[src/rtl/video_timing_pkg.sv]
// Timing profiles and shared types for video_timing_gen.
// Polarity is consumed only when VTG_POLARITY_EN is defined.
package video_timing_pkg;

  localparam int unsigned MAX_H_TOTAL = 2200;
  localparam int unsigned MAX_V_TOTAL = 1125;
  localparam int unsigned HW          = $clog2(MAX_H_TOTAL);
  localparam int unsigned VW          = $clog2(MAX_V_TOTAL);
  localparam int unsigned TBL_MODES   = 4;

  typedef enum logic {
    POL_NEG = 1'b0,
    POL_POS = 1'b1
  } sync_pol_e;

  typedef struct packed {
    logic [HW-1:0] h_active;
    logic [HW-1:0] h_fp;
    logic [HW-1:0] h_sync;
    logic [HW-1:0] h_bp;
    logic [VW-1:0] v_active;
    logic [VW-1:0] v_fp;
    logic [VW-1:0] v_sync;
    logic [VW-1:0] v_bp;
    sync_pol_e     pol;
  } timing_t;

  localparam timing_t TIMING_TABLE [TBL_MODES] = '{
    '{12'd1280, 12'd110, 12'd40,  12'd220, 11'd720,  11'd5,  11'd5, 11'd20, POL_POS},
    '{12'd640,  12'd16,  12'd96,  12'd48,  11'd480,  11'd10, 11'd2, 11'd33, POL_NEG},
    '{12'd1920, 12'd88,  12'd44,  12'd148, 11'd1080, 11'd4,  11'd5, 11'd36, POL_POS},
    '{12'd800,  12'd40,  12'd128, 12'd88,  11'd600,  11'd1,  11'd4, 11'd23, POL_POS}
  };

  function automatic logic [HW-1:0] h_total(timing_t t);
    return t.h_active + t.h_fp + t.h_sync + t.h_bp;
  endfunction

  function automatic logic [VW-1:0] v_total(timing_t t);
    return t.v_active + t.v_fp + t.v_sync + t.v_bp;
  endfunction

endpackage

[src/rtl/video_timing_gen_decode.sv]
// Combinational raster decode: sync, active, new-line and new-frame flags.
// VTG_POLARITY_EN: when defined, per-profile sync polarity is applied.
module timing_decode
  import video_timing_pkg::*;
(
  input  logic [HW-1:0] hcount_i,
  input  logic [VW-1:0] vcount_i,
  input  timing_t       prof_i,
  output logic          hs_o,
  output logic          vs_o,
  output logic          ad_o,
  output logic          nl_o,
  output logic          nf_o
);

  logic [HW-1:0] hs_start, hs_stop;
  logic [VW-1:0] vs_start, vs_stop;
  logic          hs_raw, vs_raw;
  logic          unused_bp;

  assign unused_bp = ^{prof_i.h_bp, prof_i.v_bp};

  always_comb begin
    hs_start = prof_i.h_active + prof_i.h_fp;
    hs_stop  = hs_start + prof_i.h_sync;
    vs_start = prof_i.v_active + prof_i.v_fp;
    vs_stop  = vs_start + prof_i.v_sync;
    hs_raw   = (hcount_i >= hs_start) && (hcount_i < hs_stop);
    vs_raw   = (vcount_i >= vs_start) && (vcount_i < vs_stop);
    ad_o     = (hcount_i < prof_i.h_active) && (vcount_i < prof_i.v_active);
    nl_o     = (hcount_i == '0);
    nf_o     = (hcount_i == '0) && (vcount_i == prof_i.v_active);
  end

`ifdef VTG_POLARITY_EN
  assign hs_o = (prof_i.pol == POL_POS) ? hs_raw : !hs_raw;
  assign vs_o = (prof_i.pol == POL_POS) ? vs_raw : !vs_raw;
`else
  logic unused_pol;
  assign unused_pol = prof_i.pol;
  assign hs_o       = hs_raw;
  assign vs_o       = vs_raw;
`endif

endmodule

[src/rtl/video_timing_gen.sv]
// Multi-mode raster timing generator; profile switches only at frame wrap.
// VTG_POLARITY_EN: when defined, per-profile sync polarity is honoured.
module video_timing_gen
  import video_timing_pkg::*;
#(
  parameter int unsigned FPS        = 60,
  parameter int unsigned NUM_MODES  = 4,
  parameter int unsigned RESET_MODE = 0
) (
  input  logic                          pixel_clk_in,
  input  logic                          rst_in,
  input  logic [$clog2(NUM_MODES)-1:0]  mode_in,
  output logic [$clog2(MAX_H_TOTAL)-1:0] hcount_out,
  output logic [$clog2(MAX_V_TOTAL)-1:0] vcount_out,
  output logic                          hs_out,
  output logic                          vs_out,
  output logic                          ad_out,
  output logic                          nl_out,
  output logic                          nf_out,
  output logic [$clog2(FPS)-1:0]        fc_out,
  output logic [$clog2(NUM_MODES)-1:0]  mode_out,
  output logic                          mode_ack_out
);

  localparam int unsigned MW = $clog2(NUM_MODES);
  localparam int unsigned FW = $clog2(FPS);

  logic [HW-1:0] hcount_q, hcount_d;
  logic [VW-1:0] vcount_q, vcount_d;
  logic [MW-1:0] mode_q, mode_d, pend_q, pend_d;
  logic          pend_vld_q, pend_vld_d;
  logic          ack_q, ack_d;
  logic [FW-1:0] fc_q, fc_d;
  timing_t       prof;
  logic          last_h, last_v, wrap, req_vld;
  logic          ad_raw, nf_raw;

  assign prof    = TIMING_TABLE[mode_q];
  assign last_h  = (hcount_q == h_total(prof) - 1'b1);
  assign last_v  = (vcount_q == v_total(prof) - 1'b1);
  assign wrap    = last_h && last_v;
  assign req_vld = (mode_in != mode_q) && (32'(mode_in) < NUM_MODES);

  assign hcount_d = last_h ? '0 : hcount_q + 1'b1;
  assign vcount_d = !last_h ? vcount_q : (last_v ? '0 : vcount_q + 1'b1);

  always_comb begin
    mode_d     = mode_q;
    pend_d     = pend_q;
    pend_vld_d = pend_vld_q;
    ack_d      = 1'b0;
    fc_d       = fc_q;
    if (nf_raw) fc_d = (fc_q == FW'(FPS - 1)) ? '0 : fc_q + 1'b1;
    // A valid request seen on the wrap cycle itself overrides the pending one.
    if (wrap) begin
      if (req_vld)         mode_d = mode_in;
      else if (pend_vld_q) mode_d = pend_q;
      ack_d      = req_vld || pend_vld_q;
      pend_vld_d = 1'b0;
    end else if (req_vld) begin
      pend_d     = mode_in;
      pend_vld_d = 1'b1;
    end
  end

  always_ff @(posedge pixel_clk_in) begin
    if (rst_in) begin
      hcount_q   <= '0;
      vcount_q   <= '0;
      mode_q     <= MW'(RESET_MODE);
      pend_q     <= '0;
      pend_vld_q <= 1'b0;
      ack_q      <= 1'b0;
      fc_q       <= '0;
    end else begin
      hcount_q   <= hcount_d;
      vcount_q   <= vcount_d;
      mode_q     <= mode_d;
      pend_q     <= pend_d;
      pend_vld_q <= pend_vld_d;
      ack_q      <= ack_d;
      fc_q       <= fc_d;
    end
  end

  timing_decode u_decode (
    .hcount_i (hcount_q),
    .vcount_i (vcount_q),
    .prof_i   (prof),
    .hs_o     (hs_out),
    .vs_o     (vs_out),
    .ad_o     (ad_raw),
    .nl_o     (nl_out),
    .nf_o     (nf_raw)
  );

  assign ad_out       = ad_raw && !rst_in;
  assign nf_out       = nf_raw && !rst_in;
  assign hcount_out   = hcount_q;
  assign vcount_out   = vcount_q;
  assign fc_out       = fc_q;
  assign mode_out     = mode_q;
  assign mode_ack_out = ack_q;

endmodule
[config.mk]
export PLATFORM = sky130hd
export DESIGN_NAME = video_timing_gen
export DESIGN_NICKNAME = d
export VERILOG_FILES = /design/src/rtl/video_timing_pkg.sv /design/src/rtl/video_timing_gen_decode.sv /design/src/rtl/video_timing_gen.sv
export SDC_FILE = /design/constraint.sdc
export NUM_CORES = 1
export LEC_CHECK = 0
export ABC_AREA = 1
export BUFFER_PORTS_ARGS = -buffer_cell sky130_fd_sc_hd__buf_2
export CAP_MARGIN = 20
export CORE_UTILIZATION = 56
export CTS_BUF_LIST = sky130_fd_sc_hd__clkbuf_8
export DETAILED_ROUTE_END_ITERATION = 10
export GPL_ROUTABILITY_DRIVEN = 1
export PLACE_DENSITY = 0.8
export SETUP_SLACK_MARGIN = 0.5
export SKIP_LAST_GASP = 1
export SLEW_MARGIN = 20
export SYNTH_ARGS = -nofsm -noshare
export SYNTH_HDL_FRONTEND = slang
export SYNTH_SLANG_ARGS = --single-unit
[constraint.sdc]
create_clock -name pixel_clk_in -period 2.6 [get_ports pixel_clk_in]
set_input_delay 0.39 -clock pixel_clk_in [delete_from_list [all_inputs] [get_ports pixel_clk_in]]
set_output_delay 0.39 -clock pixel_clk_in [all_outputs]
set_load 0.01 [all_outputs]
# Yosys cells after proc, flatten, opt, wreduce, memory -nomap -nowiden
# Index checks and enable logic that the tools add are counted.
# Widths: inputs -> output; s select.
# word_totals
regBits	35
in_bits	4
wordCells	55
# classes
bitwise_logic	2
n_eq_ne	5
reduce_logical	16
n_mux	7
order_cmp	7
n_addsub	11
# op_table
cell	n
$bmux 93 s2	1
$mux 93	2
$add 12x12->12	3
$add 11x11->11	3
$lt 12x12->1	2
$eq 11x11->1	2
$lt 11x11->1	2
$add 12x1->12 const B	1
$eq 12x12->1	1
$ge 12x12->1	1
$logic_not 12->1	1
$sub 12x1->12 const B	1
$add 11x1->11 const B	1
$ge 11x11->1	1
$mux 11	1
$sub 11x1->11 const B	1
$logic_and 1x1->1	7
$add 6x1->6 const B	1
$eq 6x6->1 const B	1
$mux 6	1
$reduce_or 2->1	3
$mux 2	2
$reduce_and 2->1	2
$ge 3x3->1 const B	1
other kinds (6)	6

# Logic depth before layout (Yosys ltp)
# Gate-level depths: netlist of the first run.
# depth
depth_word	12
depth_mapped	15
mapped_depth_nobuf	15

# Cells and area by module
# Synthesis of the first run repeated with hierarchy kept, for this count alone.
# hier_totals
cells_unflattened	954
hier_area_um2	6208.5
# modules_own_cells
mod	area_each_um2	n_inst	seq_area_each_um2	cells_per_inst
timing_decode	3671.0	1	0.0	553
video_timing_gen	2537.4	1	700.7	401

# Worst setup path after synthesis of the first run
# OpenSTA, ideal clock, no wires.
# synth_path
path_kind	reg2out
startpoint	register mode_q[0], in the netlist mode_out[0]
endpoint	output nf_out
stages_incl_launch_ff	9
t_arrival_ns	2.445
setup_slack_ns	-0.235
cell_sequence	dfxtp_1 -> inv_1 -> ha_1 -> inv_2 -> ha_1 -> nand4_1 -> nor2_1 -> nand4_1 -> nor3_1
# synth_between
elab_chain_len	7
# synth_rtl
item	line_no	rtl
start, declared	video_timing_gen.sv:30	logic [MW-1:0] mode_q, mode_d, pend_q, pend_d;
start signal, assigned	video_timing_gen.sv:70	mode_q <= MW'(RESET_MODE);
start signal, assigned	video_timing_gen.sv:78	mode_q <= mode_d;
$not 2->3 (implied by the code)	video_timing_gen.sv:38	assign prof = TIMING_TABLE[mode_q];
$bmux 93 s2	video_timing_gen.sv:38	
$mux 93 (implied by the code) (2 in series)	video_timing_gen.sv:38	
$eq 11x11->1	video_timing_gen_decode.sv:32	nf_o = (hcount_i == '0) && (vcount_i == prof_i.v_active);
$logic_and 1x1->1	video_timing_gen_decode.sv:32	
$logic_and 1x1->1	video_timing_gen.sv:98	assign nf_out = nf_raw && !rst_in;
end, declared	video_timing_gen.sv:19	output logic nf_out,
# Every way passes these cells. The select of a mux whose other input is x is not followed.

# Worst setup path after layout of the first run
# layout_path
startpoint	register mode_q[0], in the netlist mode_out[0]
endpoint	output hs_out
# layout_between
elab_chain_len	8
# layout_rtl
item	line_no	rtl
$not 2->3 (implied by the code) *	video_timing_gen.sv:38	
$bmux 93 s2 *	video_timing_gen.sv:38	
$mux 93 (implied by the code) * (2 in series)	video_timing_gen.sv:38	
$add 12x12->12	video_timing_gen_decode.sv:24	hs_start = prof_i.h_active + prof_i.h_fp;
$add 12x12->12	video_timing_gen_decode.sv:25	hs_stop = hs_start + prof_i.h_sync;
$lt 12x12->1	video_timing_gen_decode.sv:28	hs_raw = (hcount_i >= hs_start) && (hcount_i < hs_stop);
$logic_and 1x1->1 *	video_timing_gen_decode.sv:28	
end, declared	video_timing_gen.sv:15	output logic hs_out,
# Mark *: on every way between the ends. The rest lies on a longest branch, timed or not. The select of a mux whose other input is x is not followed.

==> summary.txt, run 1 <==
Floorplanning
  – Num rows: 29
  – Die width: 83.5 um
  – Area of the core: 6390 sq um
  – Die H: 83.5 um
  – Initial Util: 58.3%
  – Die area: 6980 sq um
  – I/O pin total: 41

STA
  – Final period utilization: 107%
  – Fmax: 358 MHz
  – Crit path time final: 2.79 ns
  – Setup Viol. Count Final: 4
  – Final Hold Viols: 0
  – Setup Total Neg Slack: -0.500 ns
  – RSZ-0062 raised after global routing: true
  – PnR worst setup slack: -0.194 ns
  – Slew HR: 58.7%
  – Slew Viols, Final: 0
  – Worst-Margin Slew: 0.619 ns
  – Worst Clk Skew: 0.00803 ns

Final layout
  – Layout overhead on the synthesized area: 28.4%
  – Fraction of layout instances using a drive strength above 1: 29.3%
  – Ant. Diodes: 0
  – Final net count: 703
  – Finished layout cell area: 4780 sq um

Worst hold path
  – HP Class: in -> reg
  – Hold path depth: 5

Critical path
  – CP Depth: 13
  – Critical path's top delay family: simple AND/OR/NAND/NOR gates
  – Crit path kind: reg -> out
  – Worst EP arrival: 2.40 ns
  – Critical path capture point type: primary output
  – R2r worst-path depth: 16
  – WP data required: 2.21 ns
  – CP Launch Type: flop
  – Slowest stage delay, CP: 0.35 ns
  – Critical path buffer and inverter count: 3
  – Slowest-stage cell, CP: dfxtp_4
  – Crit-path cells: clkinvlp_4 -> ha_4 -> inv_4 -> nand2_1 -> nand3_2 -> ha_4 -> nand4_1 -> nor2_1 -> nand2_1 -> o211ai_1 -> nor2_1 -> nor2_2 -> buf_2
  – CP Max Fanout: 7

Yosys
  – Synthesized Nets: 629
  – Mapped Cells: 559
  – Post-synthesis sequential area ratio: 18.8%
  – Syn Area/Cell: 6.66 sq um
  – Synth warnings: 0
  – Post-Syn Area: 3720 sq um
  – Yosys cell types: 34
  – Flops & latches, synth: 35

Drt
  – Vias: 4,078
  – Number of remaining DRC errors: 0
  – Pre-antenna DRT Iters: 5
  – DR iter-0 viols: 209
  – Drt total wl: 11.4 mm
  – Routed Antenna Nets: 0
  – DR WL/cell: 16.0 um
  – Via density: 5.74

Flow run
  – Max Cap Viol: 0

Global route
  – Total congestion overflow: 0
  – Initial antenna violation count: 0
  – Vias in the first global route: 3,870
  – Largest net degree at the start of global routing: 16
  – GRT Util Overall: 32.9%
  – First-pass GRT wire length: 18.4 mm

Power and ir drop
  – Max VDD drop: 0.000266 V
  – Leak pwr: 2.20 nW
  – Pwr/cell area: 224 nW/um^2

Run status
  – Status: finished with violations
  – Violated checks: negative setup slack

Placement
  – Global placer's final weighted congestion: 0.923
  – Port buffer count: 40
  – Hpwl dp: 8.01 mm
  – DP Area: 4160 sq um

Clocking
  – Clk sinks: 35
  – TritonCTS clock tree: done
  – Clk slew on worst S/H paths: 0.08 ns
  – H-tree Lvls: 2
  – Num CTS Buffers: 5
  – Later-pin clock latency in the skew report: 0.31 ns
  – Max Root-Sink Buffers: 2
  – Clock Tree Root: clkbuf_8
  – Hold bufs inserted after CTS: 0
==> stage by stage <==
step | hold slack (ns) | utilization [%] | worst slack [ns] | instances | total power (W)
finish | 0.444 | 74.9 | -0.194 | 711 | 0.00107
CTS | 0.443 | 71.7 | -0.0929 | 706 | 0.00106
floorplan | 0.442 | - | 0.275 | 559 | 0.000617
detailed placement | 0.483 | 65.1 | 0.0456 | 685 | 0.000642
global placement | 0.462 | 65.1 | 0.0830 | 685 | 0.000640
global route | 0.482 | 74.9 | -0.380 | 711 | 0.00111
==> what timing repair did <==
item / 4_1_cts / 5_1_grt
endpoints found under the setup margin: 39 / 39
pin swaps: 32 / 30
setup buffers: 12 / 5
cloned: 1 / 0
gates resized for setup: 52 / 39
==> sequential cells by signal, indices dropped and copies added, names as in the netlist <==
signal	flops
mode_out	2
fc_out	6
pend_q	2
mode_ack_out	1
pend_vld_q	1
hcount_out	12
vcount_out	11
==> routing by layer <==
layer,global-route usage [%],wire length (um),vias up
li1,-,-,2002
met4,14.9,492,0
met2,55.0,5330,178
met5,0,0,-
met1,41.8,4760,1845
met3,4.95,799,53
==> worst reg2reg max path: stages, from the launching register on <==
cell and delay (ns):
dfxtp_4 0.36, clkinvlp_4 0.21, ha_4 0.42, buf_6 0.14
buf_6 0.12, buf_6 0.10, buf_6 0.10, nor2_2 0.05
nor2_1 0.15, nand2_2 0.08, nor2_4 0.12, nand2_2 0.08
nor2_4 0.20, buf_4 0.16, nor2_2 0.03, o21ai_1 0.12
inv_1 0.05
==> final cells by class <==
class | count | area, sq um
clock buffers | 5 | 68.8
clock inverters | 3 | 20.0
fillers | 485 | 1610
inverters | 64 | 259
multi-input cells | 452 | 3140
flip-flops and latches | 35 | 708
well taps | 77 | 96.3
repair buffers | 75 | 490
==> layout by cell type, fill, tap and decap left out, drive strengths merged <==
cell type  count
nand2        141
xnor2          6
o211ai         2
nand3         34
o2111ai        1
nand3b         2
dfxtp         35
nor3          10
nor2          79
or2            2
o22ai          1
a21oi         43
nor3b          3
inv           63
a21boi         2
xor2          12
ha            66
a211oi         1
o21bai         1
clkinv         1
nor4           6
nand4         12
o21ai         24
clkinvlp       3
clkbuf         5
buf           75
o21a           4
==> path summary, 6_finish.rpt <==
check / startpoint / end / slack [ns]
min reg2reg: pend_q[1] / pend_q[1] / 0.49
min: mode_in[1] / pend_q[1] / 0.44
max: mode_out[0] / hs_out / -0.19
max reg2reg: mode_out[0] / vcount_out[0] / 0.02
==> kinds of logic after synthesis <==
family	share of synthesized area (%)
AND/OR/NAND/NOR	35.8
XOR/XNOR	4.24
adder cells (fa/ha/maj)	22.2
buffers and inverters	7.56
flip-flops	18.8
AO/OA/AOI/OAI	11.4
==> where the power goes <==
| part | leakage (nW) | internal, W | switching (W) |
|---|---|---|---|
| logic | 1.87 | 0.0000351 | 0.0000600 |
| clock network | 0.0402 | 0.000187 | 0.000241 |
| registers | 0.285 | 0.000541 | 0.00000701 |
| total | 2.20 | 0.000763 | 0.000308 |
==> synthesized netlist by cell type (all sizes together) <==
cell type	n	share of area, %
nand2	141	15
nor2	79	9.2
ha	66	22
inv	64	6.5
a21oi	43	5.8
dfxtp	35	19
nand3	34	5.1
o21ai	24	3.2
nand4	12	2.4
xor2	12	2.8
nor3	10	1.5
nor4	6	1.0
xnor2	6	1.4
buf	4	0.71
clkbuf	4	0.40
o21a	4	0.81
nor3b	3	0.60
a21boi	2	0.40
nand3b	2	0.40
o211ai	2	0.40
or2	2	0.34
a211oi	1	0.20
o2111ai	1	0.24
o21bai	1	0.20
o22ai	1	0.17
No activity file was read; power rests on OpenSTA's default activity.
==> inputs of run 2 (changes only) <==
--- a/config.mk
+++ b/config.mk
@@ -12,7 +12,7 @@
 export CTS_BUF_LIST = sky130_fd_sc_hd__clkbuf_8
 export DETAILED_ROUTE_END_ITERATION = 10
 export GPL_ROUTABILITY_DRIVEN = 1
-export PLACE_DENSITY = 0.8
+export PLACE_DENSITY = 0.85
 export SETUP_SLACK_MARGIN = 0.5
 export SKIP_LAST_GASP = 1
 export SLEW_MARGIN = 20
==> summary.txt, run 2 (synthesis results as in run 1) <==
Clocking
  – H-tree Lvls: 2 (unchanged)
  – Clock Tree Root: clkbuf_8
  – Clk slew on worst S/H paths: 0.08 ns (about the same)
  – TritonCTS clock tree: done
  – Hold bufs inserted after CTS: 0 (unchanged)
  – Clk sinks: 35 (unchanged)
  – Max Root-Sink Buffers: 2 (unchanged)
  – Num CTS Buffers: 5 (unchanged)
  – Later-pin clock latency in the skew report: 0.31 ns (about the same)

STA
  – Setup Total Neg Slack: -0.817 ns (-0.317 ns)
  – Crit path time final: 2.89 ns (+0.0942 ns)
  – Final period utilization: 111% (+3.6 points)
  – Worst Clk Skew: 0.0126 ns (+0.00462 ns)
  – Worst-Margin Slew: 0.537 ns (-0.0818 ns)
  – Final Hold Viols: 0 (unchanged)
  – RSZ-0062 raised after global routing: true
  – Slew Viols, Final: 0 (unchanged)
  – Fmax: 346 MHz (-3.3%)
  – PnR worst setup slack: -0.288 ns (-0.0942 ns)
  – Min Hold Slack: 0.448 ns (+0.00437 ns)
  – Slew HR: 64.1% (+5.5 points)
  – Setup Viol. Count Final: 4 (unchanged)

Floorplanning
  – Num rows: 29 (unchanged)
  – Die H: 83.5 um (unchanged)
  – Initial Util: 58.3% (unchanged)
  – I/O pin total: 41 (unchanged)
  – Die area: 6980 sq um (unchanged)
  – Die width: 83.5 um (unchanged)
  – Area of the core: 6390 sq um (unchanged)

Run status
  – Violated checks: negative setup slack
  – Status: finished with violations

Final layout
  – Non-Filler Instances: 716 (+0.70%)
  – Fraction of layout instances using a drive strength above 1: 31.8% (+2.4 points)
  – Core Util, Final: 77.3% (+2.4 points)
  – Ant. Diodes: 0 (unchanged)
  – Commonest cells after routing, fill and taps aside: nand2_1 (113), nor2_1 (55), inv_1 (50), ha_1 (50), buf_2 (40)
  – Layout overhead on the synthesized area: 32.6%
  – Final net count: 708 (+0.71%)
  – Commonest non-fill, non-tap cell in the layout: nand2_1
  – Finished layout cell area: 4940 sq um (+3.3%)
  – Max reg flops: 12 (unchanged)

Power and ir drop
  – Pwr/cell area: 220 nW/um^2 (-1.9%)
  – Max VDD drop: 0.000334 V (+26%)
  – Sw power: 0.000310 W (+0.77%)
  – Combinational share of power: 11.2% (+2.3 points)
  – Leak pwr: 2.26 nW (+2.7%)
  – Cell-internal power: 0.000775 W (+1.6%)
  – Clock Power Share: 38.1% (-1.9 points)
  – Switching Share: 28.6% (-0.16 points)
  – Flop pwr share: 50.7% (-0.5 points)

Critical path
  – FF-to-FF setup slack: 0.10 ns (+0.08 ns)
  – Crit path kind: reg -> out
  – WP data required: 2.21 ns (about the same)
  – CP Max Fanout: 7 (unchanged)
  – CP Launch Type: flop
  – Worst EP arrival: 2.50 ns (+0.10 ns)
  – Critical path capture point type: primary output

Drt
  – DR iter-0 viols: 422 (+100%)
  – Pre-antenna DRT Iters: 7 (+2)
  – DR WL/cell: 17.9 um (+12%)
  – Number of remaining DRC errors: 0 (unchanged)
  – Drt total wl: 12.8 mm (+13%)
  – Vias: 4,428 (+8.6%)
  – Via density: 6.18 (+7.8%)
  – Routed Antenna Nets: 0 (unchanged)

Placement
  – DP Area: 4140 sq um (-0.54%)
  – Hpwl dp: 8.18 mm (+2.1%)
  – Port buffer count: 40 (unchanged)
  – Global placer's final weighted congestion: 0.973 (+5.4%)
  – Placed insts: 682 (-0.44%)

Global route
  – Vias in the first global route: 4,160 (+7.5%)
  – Initial antenna violation count: 0 (unchanged)
  – Largest net degree at the start of global routing: 17 (+1)
  – First-pass GRT wire length: 19.2 mm (+4.3%)
  – GRT Util Overall: 34.1% (+1.3 points)
  – Total congestion overflow: 0 (unchanged)

Flow run
  – Max Cap Viol: 0 (unchanged)

Worst hold path
  – HP Class: in -> reg
[run 2: through the flow]
stage	power [W]	worst slack [ns]
2_1_floorplan	0.000617	0.275
6_report	0.00109	-0.288
4_1_cts	0.00106	-0.127
5_1_grt	0.00112	-0.338
3_5_place_dp	0.000642	-0.00897
3_3_place_gp	0.000640	0.0309
[run 2: worst paths after layout]
| check | depth (start not counted) | endpoint | startpoint |
|---|---|---|---|
| setup / recovery | 12 | vs_out | mode_out[0] |
| hold / removal | 5 | pend_q[0] | mode_in[0] |
| setup reg to reg | 16 | vcount_out[0] | mode_out[0] |
| hold reg to reg | 2 | pend_q[0] | pend_q[0] |
[run 2: critical path, cell delays in order (launching register included)]
cell	delay (ns)
dfxtp_4	0.39
clkinvlp_4	0.23
ha_4	0.42
inv_8	0.06
buf_6	0.13
nand2_1	0.08
nand3_1	0.11
a21oi_1	0.23
nor2_1	0.08
o21ai_1	0.16
nand2_1	0.08
nor2_2	0.09
buf_2	0.12
[run 2: metal layers]
layer / global-route usage [%] / wire length [um] / part of all wire, % / vias up
met1: 40.1 / 5030 / 39 / 2033
met3: 5.44 / 1010 / 7.9 / 104
met5: 0 / 0 / 0 / -
li1: - / - / - / 2003
met4: 17.7 / 719 / 5.6 / 0
met2: 59.7 / 6090 / 47 / 288
[run 2: timing repair]
action,4_1_cts,5_1_grt
hold endpoints to repair,0,0
endpoints found under the setup margin,39,39
pin swaps,23,40
cloned,1,0
gates resized for setup,53,60
buffers inserted,20,5
[run 2: power by group through the flow]
| stage | Combinational [W] | Sequential [W] | Clock (W) |
|---|---|---|---|
| after floorplan | 0.0000549 | 0.000562 | 0 |
| after global placement | 0.0000788 | 0.000562 | 0 |
| after detailed placement | 0.0000799 | 0.000562 | 0 |
| after CTS | 0.000101 | 0.000549 | 0.000405 |
| after global routing | 0.000130 | 0.000552 | 0.000437 |
| final | 0.000121 | 0.000550 | 0.000413 |
[run 2: layout make-up]
type,instances,area (sq um)
sequential,35,706
inverter,64,268
tap,77,96.3
fill,403,1450
timing repair buffer,80,567
multi-input combinational,452,3220
clock buffer,5,68.8
clock inverter,3,16.3
==> inputs of run 3 (changes only) <==
--- a/config.mk
+++ b/config.mk
@@ -8,14 +8,16 @@
 export ABC_AREA = 1
 export BUFFER_PORTS_ARGS = -buffer_cell sky130_fd_sc_hd__buf_2
 export CAP_MARGIN = 20
-export CORE_UTILIZATION = 56
+export CORE_UTILIZATION = 58
 export CTS_BUF_LIST = sky130_fd_sc_hd__clkbuf_8
 export DETAILED_ROUTE_END_ITERATION = 10
 export GPL_ROUTABILITY_DRIVEN = 1
 export PLACE_DENSITY = 0.85
+export REMOVE_ABC_BUFFERS = 1
 export SETUP_SLACK_MARGIN = 0.5
 export SKIP_LAST_GASP = 1
 export SLEW_MARGIN = 20
 export SYNTH_ARGS = -nofsm -noshare
 export SYNTH_HDL_FRONTEND = slang
+export SYNTH_HIERARCHICAL = 1
 export SYNTH_SLANG_ARGS = --single-unit
==> summary.txt, run 3 <==
Floorplanning
  – Num rows: 37 (+28%)
  – Initial Util: 59.8% (+1.5 points)
  – Die H: 105 um (+26%)
  – I/O pin total: 41 (unchanged)
  – Die width: 105 um (+26%)

STA
  – Grt repair worst endpoint: hs_out
  – Worst EP kind: output port

Yosys
  – Synth warnings: 6 (+6)
  – Post-Syn Area: 6200 sq um (+67%)
  – Mapped Cells: 953 (+70%)
  – Syn Area/Cell: 6.51 sq um (-2.2%)

Clocking
  – Clock Tree Root: clkbuf_8
  – Clk sinks: 35 (unchanged)
  – H-tree Lvls: 2 (unchanged)
  – Max Root-Sink Buffers: 2 (unchanged)
  – Num CTS Buffers: 5 (unchanged)
  – Hold bufs inserted after CTS: 0 (unchanged)

Placement
  – DP Area: 7640 sq um (+85%)
  – Placed insts: 1,297 (+90%)
  – Global placer's final weighted congestion: 0.964 (-0.95%)
  – Hpwl dp: 14.3 mm (+75%)
  – Port buffer count: 40 (unchanged)

Global route
  – Largest net degree at the start of global routing: 14
  – Total congestion overflow: 49
  – GRT Util Overall: 73.3%

Run status
  – Halt Stage: global routing
  – Halt Reason: [ERROR GRT-0232] Routing congestion too high. Check the congestion heatmap in the GUI.
  – Status: aborted with a tool error
-- run 3: stage by stage --
step | TNS [ns] | worst slack (ns)
after CTS | -5.16 | -1.55
after detailed placement | -4.84 | -1.54
after global placement | -4.35 | -1.39
after floorplan | -4.99 | -1.82
-- run 3: layer usage --
metal	global-route usage [%]	overflow
met1	68.3	0
met4	82.3	21
met3	58.3	0
met2	92.2	28
met5	17.1	0
-- run 3: what timing repair did --
action                     in CTS
cloned                          2
setup endpoints to repair      39
gates resized for setup       123
pin swaps                      53
buffers inserted               17
==> inputs of run 4 (changes only) <==
--- a/config.mk
+++ b/config.mk
@@ -8,13 +8,11 @@
 export ABC_AREA = 1
 export BUFFER_PORTS_ARGS = -buffer_cell sky130_fd_sc_hd__buf_2
 export CAP_MARGIN = 20
-export CORE_UTILIZATION = 58
-export CTS_BUF_LIST = sky130_fd_sc_hd__clkbuf_8
+export CORE_UTILIZATION = 40
 export DETAILED_ROUTE_END_ITERATION = 10
 export GPL_ROUTABILITY_DRIVEN = 1
-export PLACE_DENSITY = 0.85
+export PLACE_DENSITY_LB_ADDON = 0.15
 export REMOVE_ABC_BUFFERS = 1
-export SETUP_SLACK_MARGIN = 0.5
 export SKIP_LAST_GASP = 1
 export SLEW_MARGIN = 20
 export SYNTH_ARGS = -nofsm -noshare
==> constraint.sdc (replaced) <==
create_clock -name pixel_clk_in -period 3.38 [get_ports pixel_clk_in]
set_input_delay 0.507 -clock pixel_clk_in [delete_from_list [all_inputs] [get_ports pixel_clk_in]]
set_output_delay 0.507 -clock pixel_clk_in [all_outputs]
set_load 0.01 [all_outputs]
==> summary.txt, run 4 <==
Run status
  – Status: finished with violations
  – Violated checks: negative setup slack

Final layout
  – Commonest non-fill, non-tap cell in the layout: nand2_1
  – Finished layout cell area: 8340 sq um
  – Fraction of layout instances using a drive strength above 1: 24.5%
  – Core Util, Final: 55.1%
  – Commonest cells after routing, fill and taps aside: nand2_1 (194), inv_1 (137), buf_4 (118)
  – Ant. Diodes: 0
  – Max reg flops: 12
  – Layout overhead on the synthesized area: 34.4%
  – Final net count: 1,297

STA
  – Worst Clk Skew: 0.00687 ns
  – Crit path time final: 4.30 ns
  – Worst-Margin Slew: 0.570 ns
  – Fmax: 233 MHz
  – Setup Total Neg Slack: -1.75 ns
  – Slew Viols, Final: 0
  – Slew HR: 62.0%
  – Setup Viol. Count Final: 2
  – Final period utilization: 127%
  – PnR worst setup slack: -0.917 ns
  – Final Hold Viols: 0
  – Min Hold Slack: 0.484 ns
  – RSZ-0062 raised after global routing: true

Power and ir drop
  – Combinational share of power: 45.1%
  – Clock Power Share: 29.6%
  – Switching Share: 35.4%
  – Cell-internal power: 0.00110 W
  – Pwr/cell area: 204 nW/um^2
  – Flop pwr share: 25.2%
  – Max VDD drop: 0.000295 V
  – Sw power: 0.000602 W
  – Leak pwr: 4.42 nW

Drt
  – Drt total wl: 17.5 mm
  – DR top layer: met4
  – Routed Antenna Nets: 0
  – Via density: 4.81
  – Met3 wire len: 504 um
  – Met1 wire length: 8.36 mm
  – Vias: 6,526
  – Number of remaining DRC errors: 0
  – DR iter-0 viols: 321
  – DR WL met2: 8.48 mm
  – DR WL/cell: 12.9 um
  – Pre-antenna DRT Iters: 5

Worst hold path
  – Hold path depth: 2
  – HP Class: reg -> reg

Critical path
  – FF-to-FF setup slack: 0.59 ns
  – Worst Setup EP: hs_out
  – Capture point of the worst reg-to-reg path: fc_out[5]
  – Worst R2R Start: mode_out[1]
  – Slowest stage delay, CP: 0.36 ns
  – Crit path kind: reg -> out
  – CP Max Fanout: 4
  – R2r worst-path depth: 16
  – CP Launch Type: flop
  – WP data required: 2.87 ns
  – Critical path capture point type: primary output
  – Critical path launch point: mode_out[1]
  – Slowest-stage cell, CP: dfxtp_4
  – CP dominant cell by count: ha_4
  – Worst EP arrival: 3.79 ns

Floorplanning
  – Die H: 127 um (+20%)
  – Die width: 127 um (+20%)
  – Num rows: 45 (+22%)
  – I/O pin total: 41 (unchanged)
  – Area of the core: 15,100 sq um
  – Die area: 16,000 sq um
  – Initial Util: 41.0% (-19 points)

Clocking
  – Clk slew on worst S/H paths: 0.06 ns
  – Hold bufs inserted after CTS: 0 (unchanged)
  – Num CTS Buffers: 5 (unchanged)
  – Clock Tree Root: clkbuf_16
  – H-tree Lvls: 2 (unchanged)
  – Later-pin clock latency in the skew report: 0.28 ns
  – TritonCTS clock tree: done
  – Clk sinks: 35 (unchanged)
  – Max Root-Sink Buffers: 2 (unchanged)

Global route
  – First-pass GRT wire length: 28.8 mm
  – Largest net degree at the start of global routing: 13
  – Initial antenna violation count: 0
  – Vias in the first global route: 6,084
  – Total congestion overflow: 0
  – GRT Util Overall: 22.3%

Yosys
  – Mapped Cells: 953 (unchanged)
  – Synth warnings: 6 (unchanged)
  – Post-Syn Area: 6200 sq um (unchanged)
  – Syn Area/Cell: 6.51 sq um (unchanged)

Placement
  – Port buffer count: 40 (unchanged)
  – Global placer's final weighted congestion: 0.863 (-10%)
  – DP Area: 7600 sq um (-0.52%)
  – Hpwl dp: 14.2 mm (-0.67%)
  – DP Worst Slack: -0.934 ns (+0.607 ns)

Flow run
  – Max Cap Viol: 0
-- run 4: area by class of cell --
cell class	count	area, sq um
inverters	152	588
clock inverters	1	7.51
multi-input cells	812	5520
clock buffers	7	153
repair buffers	162	1130
well taps	188	235
flip-flops and latches	35	706
fillers	1520	6810
-- run 4: worst min path at each step --
stage | end | slack, ns | startpoint
2_1_floorplan | pend_vld_q | 0.45 | pend_vld_q
3_3_place_gp | pend_q[1] | 0.47 | pend_q[1]
3_5_place_dp | pend_q[1] | 0.47 | pend_q[1]
4_1_cts | pend_q[1] | 0.49 | pend_q[1]
5_1_grt | pend_q[0] | 0.51 | pend_q[0]
6_report | pend_q[1] | 0.48 | pend_q[1]
-- run 4: metal layers --
layer,GRT usage [%],vias up
li1,-,3489
met1,28.7,2934
met2,40.8,93
met3,2.74,10
met4,2.13,0
met5,0,-
-- run 4: repair_timing --
| item | in CTS | in global routing |
|---|---|---|
| cloned | 0 | 0 |
| endpoints found under the setup margin | 3 | 3 |
| pin swaps | 32 | 19 |
| buffers inserted | 11 | 3 |
| resized for setup | 68 | 19 |
-- run 4: power by group through the flow --
stage               logic, W  clock network, W  registers [W]
floorplan           0.000448                 0       0.000435
global placement    0.000647                 0       0.000438
detailed placement  0.000650                 0       0.000438
CTS                 0.000729          0.000511       0.000429
global route        0.000869          0.000534       0.000429
finish              0.000766          0.000503       0.000428
-- run 4: metrics by stage --
step / cells / power (W)
after global placement: 1335 / 0.00108
after floorplan: 999 / 0.000884
final: 1357 / 0.00170
after global routing: 1357 / 0.00183
after detailed placement: 1335 / 0.00109
after CTS: 1354 / 0.00167
-- run 4: worst max-delay path: cells and delay by family, from the launching register on --
family          cells  cell delay, ns
flops               1            0.36
compound gates      6            0.84
simple gates        8            0.77
fa+ha+maj           4            0.87
xor+xnor            1            0.19
buf+inv             6            0.48
